==> src/rtl/keypad_pkg.sv <==
// Shared definitions for the 4x4 matrix keypad: FSM encoding, key-code field
// positions and a one-hot check that the scanner side can reuse.
package keypad_pkg;

   typedef enum logic [1:0] {
      KP_IDLE  = 2'd0,
      KP_PRESS = 2'd1,
      KP_GAP   = 2'd2
   } kp_state_e;

   localparam int ROW_MSB = 7;
   localparam int ROW_LSB = 4;
   localparam int COL_MSB = 3;
   localparam int COL_LSB = 0;

   function automatic logic is_onehot4(input logic [3:0] v);
      return (v != 4'b0000) && ((v & (v - 4'd1)) == 4'b0000);
   endfunction

endpackage

==> src/rtl/keypad_code_fifo.sv <==
// Small synchronous FIFO for 8-bit key codes; exposes full/empty and the
// current fill level so the owner can precompute its registered busy flag.
module keypad_code_fifo #(
   parameter int DEPTH = 4
) (
   input  logic                       clk,
   input  logic                       rst_n,
   input  logic                       push,
   input  logic [7:0]                 wdata,
   input  logic                       pop,
   output logic [7:0]                 rdata,
   output logic                       full,
   output logic                       empty,
   output logic [$clog2(DEPTH):0]     count
);
   import keypad_pkg::*;

   localparam int AW = $clog2(DEPTH);

   logic [7:0]  mem_q [DEPTH];
   logic [AW-1:0] wr_ptr_q, wr_ptr_d;
   logic [AW-1:0] rd_ptr_q, rd_ptr_d;
   logic [AW:0]   count_q, count_d;

   // Pointer and fill-level next-state; push is never issued while full.
   always_comb begin
      wr_ptr_d = wr_ptr_q;
      rd_ptr_d = rd_ptr_q;
      count_d  = count_q;
      if (push) begin
         wr_ptr_d = wr_ptr_q + {{(AW-1){1'b0}}, 1'b1};
      end else begin
         wr_ptr_d = wr_ptr_q;
      end
      if (pop) begin
         rd_ptr_d = rd_ptr_q + {{(AW-1){1'b0}}, 1'b1};
      end else begin
         rd_ptr_d = rd_ptr_q;
      end
      count_d = count_q + (AW+1)'(push) - (AW+1)'(pop);
   end

   // Pointer and count registers.
   always_ff @(posedge clk or negedge rst_n) begin
      if (!rst_n) begin
         wr_ptr_q <= '0;
         rd_ptr_q <= '0;
         count_q  <= '0;
      end else begin
         wr_ptr_q <= wr_ptr_d;
         rd_ptr_q <= rd_ptr_d;
         count_q  <= count_d;
      end
   end

   // Storage array; contents are don't-care until written.
   always_ff @(posedge clk) begin
      if (push) begin
         mem_q[wr_ptr_q] <= wdata;
      end
   end

   assign rdata = mem_q[rd_ptr_q];
   assign full  = (count_q == (AW+1)'(DEPTH));
   assign empty = (count_q == '0);
   assign count = count_q;

endmodule

==> src/rtl/keypad_responder.sv <==
// Passive keypad model: queues validated key codes and presses each for a
// fixed time, answering the scanner's row drive on col like a real key.
module keypad_responder #(
   parameter int HOLD_CYCLES = 4000000,
   parameter int GAP_CYCLES  = 4000000,
   parameter int FIFO_DEPTH  = 4
) (
   input  logic       clk,
   input  logic       reset,
   input  logic       key_valid,
   input  logic [7:0] key_code,
   output logic       key_ready,
   input  logic [3:0] row,
   output logic [3:0] col,
   output logic       key_active,
   output logic       busy,
   output logic       code_err
);
   import keypad_pkg::*;

   localparam logic [1:0] S_IDLE  = KP_IDLE;
   localparam logic [1:0] S_PRESS = KP_PRESS;
   localparam logic [1:0] S_GAP   = KP_GAP;

   localparam int CNT_MAX = (HOLD_CYCLES > GAP_CYCLES) ? HOLD_CYCLES : GAP_CYCLES;
   localparam int CW      = $clog2(CNT_MAX + 1);
   localparam int FAW     = $clog2(FIFO_DEPTH);
   localparam logic [CW-1:0] HOLD_LOAD = CW'(HOLD_CYCLES - 1);
   localparam logic [CW-1:0] GAP_LOAD  = CW'(GAP_CYCLES - 1);

   logic [1:0]    state_q, state_d;
   logic [CW-1:0] cnt_q, cnt_d;
   logic [3:0]    cur_row_q, cur_row_d;
   logic [3:0]    cur_col_q, cur_col_d;
   logic          key_active_q, key_active_d;
   logic          busy_q, busy_d;
   logic          code_err_q, code_err_d;

   logic          code_ok_s, accept_s, push_s, pop_s;
   logic          fifo_full_s, fifo_empty_s;
   logic [7:0]    fifo_rdata_s;
   logic [FAW:0]  fifo_count_s, count_nxt_s;

   assign code_ok_s = is_onehot4(key_code[ROW_MSB:ROW_LSB]) &&
                      is_onehot4(key_code[COL_MSB:COL_LSB]);
   assign accept_s  = key_valid && !fifo_full_s;
   assign push_s    = accept_s && code_ok_s;

   keypad_code_fifo #(
      .DEPTH (FIFO_DEPTH)
   ) u_fifo (
      .clk   (clk),
      .rst_n (reset),
      .push  (push_s),
      .wdata (key_code),
      .pop   (pop_s),
      .rdata (fifo_rdata_s),
      .full  (fifo_full_s),
      .empty (fifo_empty_s),
      .count (fifo_count_s)
   );

   // Press/gap sequencer; the counter loads N-1 and the state moves on the edge after 0.
   always_comb begin
      state_d   = state_q;
      cnt_d     = cnt_q;
      cur_row_d = cur_row_q;
      cur_col_d = cur_col_q;
      pop_s     = 1'b0;
      case (state_q)
         S_IDLE: begin
            if (!fifo_empty_s) begin
               pop_s     = 1'b1;
               cur_row_d = fifo_rdata_s[ROW_MSB:ROW_LSB];
               cur_col_d = fifo_rdata_s[COL_MSB:COL_LSB];
               cnt_d     = HOLD_LOAD;
               state_d   = S_PRESS;
            end else begin
               state_d   = S_IDLE;
            end
         end
         S_PRESS: begin
            if (cnt_q == '0) begin
               cnt_d   = GAP_LOAD;
               state_d = S_GAP;
            end else begin
               cnt_d   = cnt_q - {{(CW-1){1'b0}}, 1'b1};
            end
         end
         S_GAP: begin
            if (cnt_q != '0) begin
               cnt_d = cnt_q - {{(CW-1){1'b0}}, 1'b1};
            end else if (!fifo_empty_s) begin
               pop_s     = 1'b1;
               cur_row_d = fifo_rdata_s[ROW_MSB:ROW_LSB];
               cur_col_d = fifo_rdata_s[COL_MSB:COL_LSB];
               cnt_d     = HOLD_LOAD;
               state_d   = S_PRESS;
            end else begin
               state_d   = S_IDLE;
            end
         end
         default: begin
            state_d = S_IDLE;
            cnt_d   = '0;
         end
      endcase
   end

   // Status outputs are registered from next-state so they line up with state_q.
   always_comb begin
      count_nxt_s  = fifo_count_s + (FAW+1)'(push_s) - (FAW+1)'(pop_s);
      key_active_d = (state_d == S_PRESS);
      busy_d       = (state_d != S_IDLE) || (count_nxt_s != '0);
      code_err_d   = accept_s && !code_ok_s;
   end

   // Main state registers.
   always_ff @(posedge clk or negedge reset) begin
      if (!reset) begin
         state_q      <= S_IDLE;
         cnt_q        <= '0;
         cur_row_q    <= 4'b0000;
         cur_col_q    <= 4'b0000;
         key_active_q <= 1'b0;
         busy_q       <= 1'b0;
         code_err_q   <= 1'b0;
      end else begin
         state_q      <= state_d;
         cnt_q        <= cnt_d;
         cur_row_q    <= cur_row_d;
         cur_col_q    <= cur_col_d;
         key_active_q <= key_active_d;
         busy_q       <= busy_d;
         code_err_q   <= code_err_d;
      end
   end

   // Column answer behaves like a closed switch between the pressed row and column.
   always_comb begin
      if ((state_q == S_PRESS) && ((row & cur_row_q) != 4'b0000)) begin
         col = cur_col_q;
      end else begin
         col = 4'b0000;
      end
   end

   assign key_ready  = !fifo_full_s;
   assign key_active = key_active_q;
   assign busy       = busy_q;
   assign code_err   = code_err_q;

endmodule
==> config.mk <==
export PLATFORM = sky130hd
export DESIGN_NAME = keypad_responder
export DESIGN_NICKNAME = d
export VERILOG_FILES = /design/src/rtl/keypad_pkg.sv /design/src/rtl/keypad_code_fifo.sv /design/src/rtl/keypad_responder.sv
export SDC_FILE = /design/constraint.sdc
export NUM_CORES = 1
export LEC_CHECK = 0
export CAP_MARGIN = 30
export CORE_ASPECT_RATIO = 1.1
export CORE_UTILIZATION = 59
export CTS_CLUSTER_DIAMETER = 30
export CTS_CLUSTER_SIZE = 24
export DETAILED_ROUTE_END_ITERATION = 10
export GPL_ROUTABILITY_DRIVEN = 1
export PLACE_DENSITY = 0.9
export SLEW_MARGIN = 20
export SYNTH_ARGS = -nofsm -noshare
export SYNTH_HDL_FRONTEND = slang
export SYNTH_SLANG_ARGS = --single-unit
==> constraint.sdc <==
create_clock -name clk -period 3.3 [get_ports clk]
set_input_delay 0.33 -clock clk [delete_from_list [all_inputs] [get_ports clk]]
set_output_delay 0.33 -clock clk [all_outputs]
set_load 0.02 [all_outputs]
==> results.toml, run 1 <==
[run_status]
status = "finished, final reports clean"

[clock_network]
clockBufferDepth = 2
cts_buffers = 9
post-cts-setup-buffers = 0
clk-insertion-delay-late_ns = 0.36
clock_sinks = 74
cts_tree = "done"
clk_pin_slew_worst_paths_ns = 0.08
cts_root_buffer = "clkbuf_8"
htree_levels = 3

[route]
ant_nets = 0
drc = 0
postRouteWirelength_um = 8480
initialDrtViolationCount = 254
first_pass_iters = 5
post_drt_wl_per_cell_um = 20.0
dr_total_vias = 2786
via_per_inst = 6.56

[place]
globalplace.congestion = 0.885
port_buffers = 22
dp_hpwl_um = 5600

[sta]
clock-skew-final_ns = 0.0100
finalHoldViolations = 0
drv_slew = 0
timing.final.crit_share = 0.923
max_freq_mhz = 328
setup_viol = 0
fin_crit_ns = 3.05
setup_tns_ns = 0
timing.slew.headroom = 0.414
worstMarginPinSlew_ns = 0.872
rsz0062_at_grt = "false"

[synthesis]
yosysTopAreaCellShare = 0.281
ys_ff_latch = 74
synthArstFlopShare = 0.568
yosysTopAreaCell = "dfrtp_1"
synth_area_leaders = "dfrtp_1 (28%), edfxtp_1 (26%), mux4_2 (4.8%)"
synth_cells = 312
seq_area_frac_synth = 0.539
yosysWarningCount = 0
ys.flop_type = "dfrtp_1"
synth_cell_types = 61
syn_avg_cell_area_um2 = 12.0
synth_area_um2 = 3730
synth_nets = 335
synth_edf_count = 32

[setup_path]
critPathLaunchType = "flip-flop"
regToRegStartpoint = "cnt_q[0]"
cp_cell_sequence = "inv_1 -> ha_1 -> nor3b_1 -> nand3_1 -> o21ai_2 -> nand3_2 -> inv_1 -> ha_1 -> inv_1 -> ha_1 -> fa_1 -> xnor2_1 -> xnor2_1 -> nor4_1 -> nand2_1"
cp_max_fo = 6
cp-end-kind = "flip-flop"
worst-setup-path-type = "flip-flop to flip-flop"
reg2reg_to = "busy"
required_ns = 3.54
arrival_ns = 3.29
reg2reg_setup_slack_ns = 0.25
cp_slowest_cell = "dfrtp_1"
critPathLaunch = "cnt_q[0]"
critPathMaxStageDelay_ns = 0.43
endpoint = "busy"
reg2regPathDepth = 15

[grt]
grt_max_degree = 43
antenna_found_initial = 0
grt_use_met1 = 0.344
grt_pass1_wl_um = 14000
grt_pass1_vias = 2831
met3_usage = 0.0742
use_met2 = 0.481
grt_busiest_layer = "met2"
globalRouteTotalUtil = 0.284
overflow = 0

[power_and_ir_drop]
peakVddDrop_mv = 0.555
p_per_area_nw_per_um2 = 722
power_leakage_nw = 1.64

[floorplanning]
rows = 30
dieArea_um2 = 6650
core-area_um2 = 6160
die_w_um = 77.9
start_util = 0.607
dieHeight_um = 85.4
ios = 23

[cells_and_area]
area_delta_synth_final_pct = 14.0
post-route-util = 0.692
fin_nets = 363
diodes = 0
drive_above_1_share = 0.154
fill_cells = 442

[hold_path]
hp-class = "primary input to asynchronous set/reset pin"

[job]
maxCapViolCount = 0
[synthesized netlist by cell type (5+ instances only)]
| cell | count |
|---|---|
| a21oi_1 | 7 |
| a22o_1 | 5 |
| and2_1 | 8 |
| clkbuf_1 | 7 |
| dfrtp_1 | 42 |
| edfxtp_1 | 32 |
| ha_1 | 7 |
| inv_1 | 13 |
| mux2_2 | 9 |
| mux4_2 | 8 |
| nand2_1 | 15 |
| nor2_1 | 22 |
| nor3_1 | 10 |
| nor4_1 | 8 |
| o21ai_0 | 20 |
| o22ai_1 | 6 |
| o31ai_1 | 7 |
| or3_1 | 7 |
| xnor2_1 | 7 |
| xor2_1 | 6 |
[power breakdown]
group,internal [W],switching [W]
combinational,0.000485,0.000461
clock,0.000348,0.000348
sequential,0.00117,0.000266
[timing repair]
item                                   in CTS  in global routing
hold buffers                                0                  1
endpoints found under the hold margin       0                  9
gates resized for setup                     0                  1
setup endpoints to repair                   0                  1
[cell usage in the layout, fill, tap and decap left out, types with 3 or more instances in the layout]
cell type and instances:
dfrtp_1 42, or3_1 7, clkdlybuf4s50_1 21, a22o_1 5, o21ai_0 20, nor2b_1 3
nand4_1 3, nor4_1 8, a21oi_1 7, o31ai_1 7, a22oi_1 3, buf_4 7
xor2_1 6, mux2_2 9, o221a_2 4, ha_1 7, nor3_1 10, inv_1 13
nand3_1 3, o22ai_1 6, and2_1 8, mux4_2 8, nand2_1 15, edfxtp_1 32
nor2_1 22, o211a_1 3, xnor2_1 7, clkbuf_8 9
[registers in the layout (all words and copies together), names as in the netlist, 2 cells and up]
name,count
u_fifo.wr_ptr_q,2
u_fifo.rd_ptr_q,2
u_fifo.count,3
cur_row_q,4
cur_col_q,4
state_q,2
cnt_q,22
u_fifo.mem_q,32
[area by class of cell]
type / instances / area [um2] / area share
inverters: 13 / 48.8 / 0.0115
multi-input cells: 211 / 1610 / 0.377
clock buffers: 9 / 124 / 0.0291
well taps: 80 / 100 / 0.0235
flip-flops and latches: 74 / 2010 / 0.473
repair buffers: 31 / 298 / 0.0699
clock inverters: 7 / 68.8 / 0.0162
[cells by family (layout without fill, tap and decap cells)]
family	Yosys count	count (layout)	share of synthesized area
simple gates	93	93	0.139
compound gates	78	78	0.150
flops	74	74	0.539
buf+inv	27	60	0.0322
mux	19	19	0.0807
xor+xnor	13	13	0.0305
fa+ha+maj	8	8	0.0288
[routing by layer]
| metal | wire length [um] | part of all wire | vias to the layer above |
|---|---|---|---|
| met5 | 0 | 0 | - |
| met4 | 225 | 0.027 | 0 |
| met3 | 489 | 0.058 | 28 |
| met2 | 4430 | 0.52 | 101 |
| met1 | 3340 | 0.39 | 1398 |
| li1 | - | - | 1259 |
[worst max-delay path, delay by kind of cell (launching register included)]
family | cells | cell delay, ns
XOR/XNOR | 2 | 0.30
flip-flops | 1 | 0.43
AND/OR/NAND/NOR | 5 | 0.80
AO/OA/AOI/OAI | 1 | 0.23
buffers and inverters | 3 | 0.22
adder cells (fa/ha/maj) | 4 | 0.95
[stage by stage]
stage / area, um2 / total power (W) / cells / hold slack (ns) / setup slack (ns)
floorplan: 3730 / 0.00207 / 312 / 0.0344 / 0.485
global placement: 4030 / 0.00229 / 407 / 0.482 / 0.373
detailed placement: 4030 / 0.00236 / 407 / 0.494 / 0.251
CTS: 4220 / 0.00308 / 423 / 0.133 / 0.212
global route: 4260 / 0.00324 / 425 / 0.380 / 0.0174
finish: 4260 / 0.00307 / 425 / 0.373 / 0.255
[how the worst min path moves through the flow]
stage / cells after the start / endpoint / startpoint / slack, ns
4_1_cts: 1 / cnt_q[2] / reset / 0.13
3_3_place_gp: 1 / cur_col_q[1] / cur_col_q[1] / 0.48
6_report: 2 / cnt_q[0] / reset / 0.37
2_1_floorplan: 0 / busy / reset / 0.03
5_1_grt: 2 / cnt_q[0] / reset / 0.38
3_5_place_dp: 1 / cur_col_q[1] / cur_col_q[1] / 0.49
No activity file was read; power rests on OpenSTA's default activity.
==> run 2: changes to the inputs <==
--- a/config.mk
+++ b/config.mk
@@ -6,13 +6,16 @@
 export NUM_CORES = 1
 export LEC_CHECK = 0
 export CAP_MARGIN = 30
+export CELL_PAD_IN_SITES_DETAIL_PLACEMENT = 1
+export CELL_PAD_IN_SITES_GLOBAL_PLACEMENT = 2
 export CORE_ASPECT_RATIO = 1.1
-export CORE_UTILIZATION = 59
+export CORE_MARGIN = 4
+export CORE_UTILIZATION = 41
 export CTS_CLUSTER_DIAMETER = 30
 export CTS_CLUSTER_SIZE = 24
 export DETAILED_ROUTE_END_ITERATION = 10
 export GPL_ROUTABILITY_DRIVEN = 1
-export PLACE_DENSITY = 0.9
+export PLACE_DENSITY = 0.91
 export SLEW_MARGIN = 20
 export SYNTH_ARGS = -nofsm -noshare
 export SYNTH_HDL_FRONTEND = slang
==> results.toml, run 2 (synthesis results as in run 1) <==
[clock_network]
clk_pin_slew_worst_paths_ns = 0.09
clockBufferDepth = 2
htree_levels = 3
cts_tree = "done"
cts_root_buffer = "clkbuf_8"
clk-insertion-delay-late_ns = 0.35
clock_sinks = 74
cts_buffers = 9

[grt]
globalRouteTotalUtil = 0.181
grt_max_degree = 27
grt_pass1_vias = 2883
overflow = 0
antenna_found_initial = 0
grt_pass1_wl_um = 15100

[route]
ant_nets = 0
via_per_inst = 5.88
dr_total_vias = 2707
postRouteWirelength_um = 9110
first_pass_iters = 4
drc = 0
post_drt_wl_per_cell_um = 19.8
initialDrtViolationCount = 117

[cells_and_area]
regMostFlops = "u_fifo.mem_q"
reg_top3 = "u_fifo.mem_q x32, cnt_q x22"
final_common_cell = "dfrtp_1"
fin_nets = 364
most-common-layout-cells = "dfrtp_1 (42), edfxtp_1 (32), nor2_1 (22), clkdlybuf4s50_1 (21), o21ai_0 (20)"
drive_above_1_share = 0.156
fin_area_um2 = 4360
area_delta_synth_final_pct = 16.6
largest_reg_flops = 32
diodes = 0

[hold_path]
hp-class = "primary input to asynchronous set/reset pin"

[sta]
worstMarginPinSlew_ns = 0.797
clock-skew-final_ns = 0.0140
timing.final.crit_share = 0.922
drv_slew = 0
setup_tns_ns = 0
fin_crit_ns = 3.04
rsz0062_at_grt = "false"
whs_ns = 0.454
timing.slew.headroom = 0.464
finalHoldViolations = 0
setup_viol = 0
max_freq_mhz = 329

[job]
maxCapViolCount = 0

[power_and_ir_drop]
power_leakage_nw = 1.67
p_per_area_nw_per_um2 = 738
peakVddDrop_mv = 0.358
power.total_w = 0.00322

[setup_path]
critPathLaunchType = "flip-flop"
arrival_ns = 3.27
reg2reg_to = "busy"
reg2regPathDepth = 15
cp_max_fo = 6
cp-end-kind = "flip-flop"
critPathLaunch = "cnt_q[0]"
worst-setup-path-type = "flip-flop to flip-flop"
reg2reg_setup_slack_ns = 0.26
regToRegStartpoint = "cnt_q[0]"
required_ns = 3.53

[place]
dp_hpwl_um = 6580
place_area_um2 = 4100
port_buffers = 22
globalplace.congestion = 0.789

[floorplanning]
die_w_um = 99
start_util = 0.421
dieHeight_um = 108
dieArea_um2 = 10700
rows = 36
ios = 23
core-area_um2 = 8870

[run_status]
status = "finished, final reports clean"
run 2: cell types whose count changed in the layout (fill, tap and decap cells not counted), sizes merged:
cell      before  now
buf            9   10
bufinv         1    3
clkinv         4    3
clkinvlp       1    0
run 2: area by class of cell:
| type | instances | area [um2] |
|---|---|---|
| clock inverter | 7 | 116 |
| clock buffer | 9 | 124 |
| sequential | 74 | 2010 |
| inverter | 13 | 48.8 |
| fill | 920 | 4520 |
| multi-input combinational | 211 | 1610 |
| tap | 114 | 143 |
| timing repair buffer | 32 | 305 |
run 2: layer usage:
layer | vias to the layer above | part of all wire | global-route usage
met5 | - | 0 | 0
met4 | 0 | 0.0071 | 0.0566
met3 | 5 | 0.035 | 0.0342
met2 | 59 | 0.54 | 0.326
met1 | 1381 | 0.42 | 0.218
li1 | 1262 | - | -
run 2: how the worst max path moves through the flow:
stage,slack [ns],end
after floorplan,0.48,busy
after global placement,0.42,busy
after detailed placement,0.20,busy
after CTS,0.18,busy
after global routing,0.03,busy
final,0.26,busy
run 2: timing repair:
| item | 4_1_cts | 5_1_grt |
|---|---|---|
| endpoints found under the hold margin | 16 | 0 |
| hold buffers | 1 | 0 |
| gates resized for setup | 0 | 1 |
| setup endpoints to repair | 0 | 1 |
| buffers inserted | 0 | 0 |
run 2: critical path, stage by stage (launching register included):
cell and delay, ns:
dfrtp_1 0.44, inv_1 0.11, ha_1 0.21, nor3b_2 0.22, nand3_1 0.12, o21ai_1 0.30
nand3_2 0.13, inv_1 0.08, ha_1 0.13, inv_1 0.04, ha_1 0.19, fa_1 0.40
xnor2_1 0.15, xnor2_1 0.14, nor4_1 0.19, nand2_1 0.09
run 2: power by group:
part	leakage [nW]	internal [W]	switching, W
registers	0.787	0.00117	0.000270
clock network	0.121	0.000502	0.000346
logic	0.761	0.000483	0.000448
total	1.67	0.00215	0.00106
run 2: stage by stage:
step,instances,utilization,worst slack (ns)
after floorplan,312,-,0.485
after global placement,442,0.460,0.418
after detailed placement,443,0.462,0.202
after CTS,460,0.490,0.182
after global routing,460,0.491,0.0325
final,460,0.491,0.258
==> run 3: changes to the inputs <==
--- a/config.mk
+++ b/config.mk
@@ -5,7 +5,7 @@
 export SDC_FILE = /design/constraint.sdc
 export NUM_CORES = 1
 export LEC_CHECK = 0
-export CAP_MARGIN = 30
+export CAP_MARGIN = 10
 export CELL_PAD_IN_SITES_DETAIL_PLACEMENT = 1
 export CELL_PAD_IN_SITES_GLOBAL_PLACEMENT = 2
 export CORE_ASPECT_RATIO = 1.1
==> results.toml, run 3 (synthesis results as in run 1) <==
[place]
dp_slack_ns = 0.211
place_area_um2 = 4080
port_buffers = 22
dp_hpwl_um = 6520
globalplace.congestion = 0.789

[cells_and_area]
fill_cells = 912
most-common-layout-cells = "dfrtp_1 (42), edfxtp_1 (32), nor2_1 (22), clkdlybuf4s50_1 (21), o21ai_0 (20)"
reg_top3 = "u_fifo.mem_q x32, cnt_q x22"
fin_area_um2 = 4310
largest_reg_flops = 32
regMostFlops = "u_fifo.mem_q"
fin_nets = 362
drive_above_1_share = 0.157
final_common_cell = "dfrtp_1"
area_delta_synth_final_pct = 15.3
diodes = 0

[route]
first_pass_iters = 4
via_per_inst = 5.84
post_drt_wl_per_cell_um = 19.7
drc = 0
ant_nets = 0
initialDrtViolationCount = 112
postRouteWirelength_um = 9040
dr_total_vias = 2673

[power_and_ir_drop]
peakVddDrop_mv = 0.343
power.total_w = 0.00313
power_leakage_nw = 1.65
p_per_area_nw_per_um2 = 727

[setup_path]
cp_slowest_cell = "dfrtp_1"
critPathMaxStageDelay_ns = 0.44
required_ns = 3.52
regToRegStartpoint = "cnt_q[0]"
critPathLaunchType = "flip-flop"
worst-setup-path-type = "flip-flop to flip-flop"
cp_cell_sequence = "inv_1 -> ha_1 -> nor3b_2 -> nand3_1 -> o21ai_2 -> nand3_2 -> inv_1 -> ha_1 -> inv_1 -> ha_1 -> fa_1 -> xnor2_1 -> xnor2_1 -> nor4_1 -> nand2_1"
critPathLaunch = "cnt_q[0]"
arrival_ns = 3.17
cp_max_fo = 6
cp-end-kind = "flip-flop"

[clock_network]
ctsHoldBuffers = 0
post-cts-setup-buffers = 0
clk-insertion-delay-late_ns = 0.35
clockBufferDepth = 2
cts_buffers = 9
htree_levels = 3
cts_root_buffer = "clkbuf_8"
clk_pin_slew_worst_paths_ns = 0.09
clock_sinks = 74
cts_tree = "done"

[grt]
grt_pass1_vias = 2925
globalRouteTotalUtil = 0.183
grt_max_degree = 43
overflow = 0
antenna_found_initial = 0
grt_pass1_wl_um = 15300

[sta]
whs_ns = -0.0326
setup_tns_ns = 0
finalHoldViolations = 42
timing.final.crit_share = 0.892
fin_crit_ns = 2.94
clock-skew-final_ns = 0.0170
drv_slew = 0
setup_viol = 0
max_freq_mhz = 340
timing.slew.headroom = 0.454
setup_ws_ns = 0.356
rsz0062_at_grt = "false"
worstMarginPinSlew_ns = 0.813

[run_status]
failed_checks = "hold timing"
status = "finished, violations left"

[floorplanning]
dieArea_um2 = 10700
core-area_um2 = 8870
start_util = 0.421
ios = 23
rows = 36
die_w_um = 99
dieHeight_um = 108

[hold_path]
hp-class = "primary input to asynchronous set/reset pin"

[job]
maxCapViolCount = 0
run 3: per-layer routing:
| layer | GRT usage | vias up | share of wire |
|---|---|---|---|
| met5 | 0 | - | 0 |
| met4 | 0.0527 | 0 | 0.015 |
| met3 | 0.0381 | 13 | 0.038 |
| met2 | 0.324 | 52 | 0.53 |
| met1 | 0.224 | 1359 | 0.42 |
| li1 | - | 1249 | - |
run 3: power breakdown:
part | internal [W] | total, W | switching (W) | leakage (nW)
sequential | 0.00117 | 0.00144 | 0.000275 | 0.787
clock | 0.000425 | 0.000772 | 0.000348 | 0.111
combinational | 0.000481 | 0.000921 | 0.000440 | 0.749
run 3: worst paths after layout:
kind                            slack (ns)  cells past startpoint            to
worst max-delay path                  0.36                     15          busy
worst min-delay path                 -0.03                      1      cnt_q[2]
worst max register to register        0.36                     15          busy
worst min register to register        0.51                      1  cur_col_q[2]
max in group asynchronous             2.93                      1  cur_col_q[3]
min in group clk                      0.51                      1  cur_col_q[2]
run 3: area by class of cell:
cell class              count  area (um2)  share of cell area
inverters                  13        48.8              0.0113
clock inverters             7        91.3              0.0212
well taps                 114         143              0.0331
repair buffers             30         278              0.0645
flip-flops and latches     74        2010               0.467
multi-input cells         211        1610               0.374
clock buffers               9         124              0.0288
run 3: critical path, delay by kind of cell (launching register included):
| kind | cells | cell delay (ns) |
|---|---|---|
| buffers and inverters | 3 | 0.22 |
| flip-flops | 1 | 0.44 |
| adder cells (fa/ha/maj) | 4 | 0.91 |
| AND/OR/NAND/NOR | 5 | 0.74 |
| XOR/XNOR | 2 | 0.29 |
| AO/OA/AOI/OAI | 1 | 0.23 |
run 3: metrics by stage:
| step | utilization | std cells |
|---|---|---|
| 3_5_place_dp | 0.460 | 442 |
| 5_1_grt | 0.485 | 458 |
| 3_3_place_gp | 0.460 | 442 |
| 6_report | 0.485 | 458 |
| 4_1_cts | 0.484 | 458 |
| 2_1_floorplan | - | 312 |
run 3: what timing repair did:
action,4_1_cts,5_1_grt
endpoints found under the setup margin,0,1
gates resized for setup,0,2
hold endpoints to repair,0,0
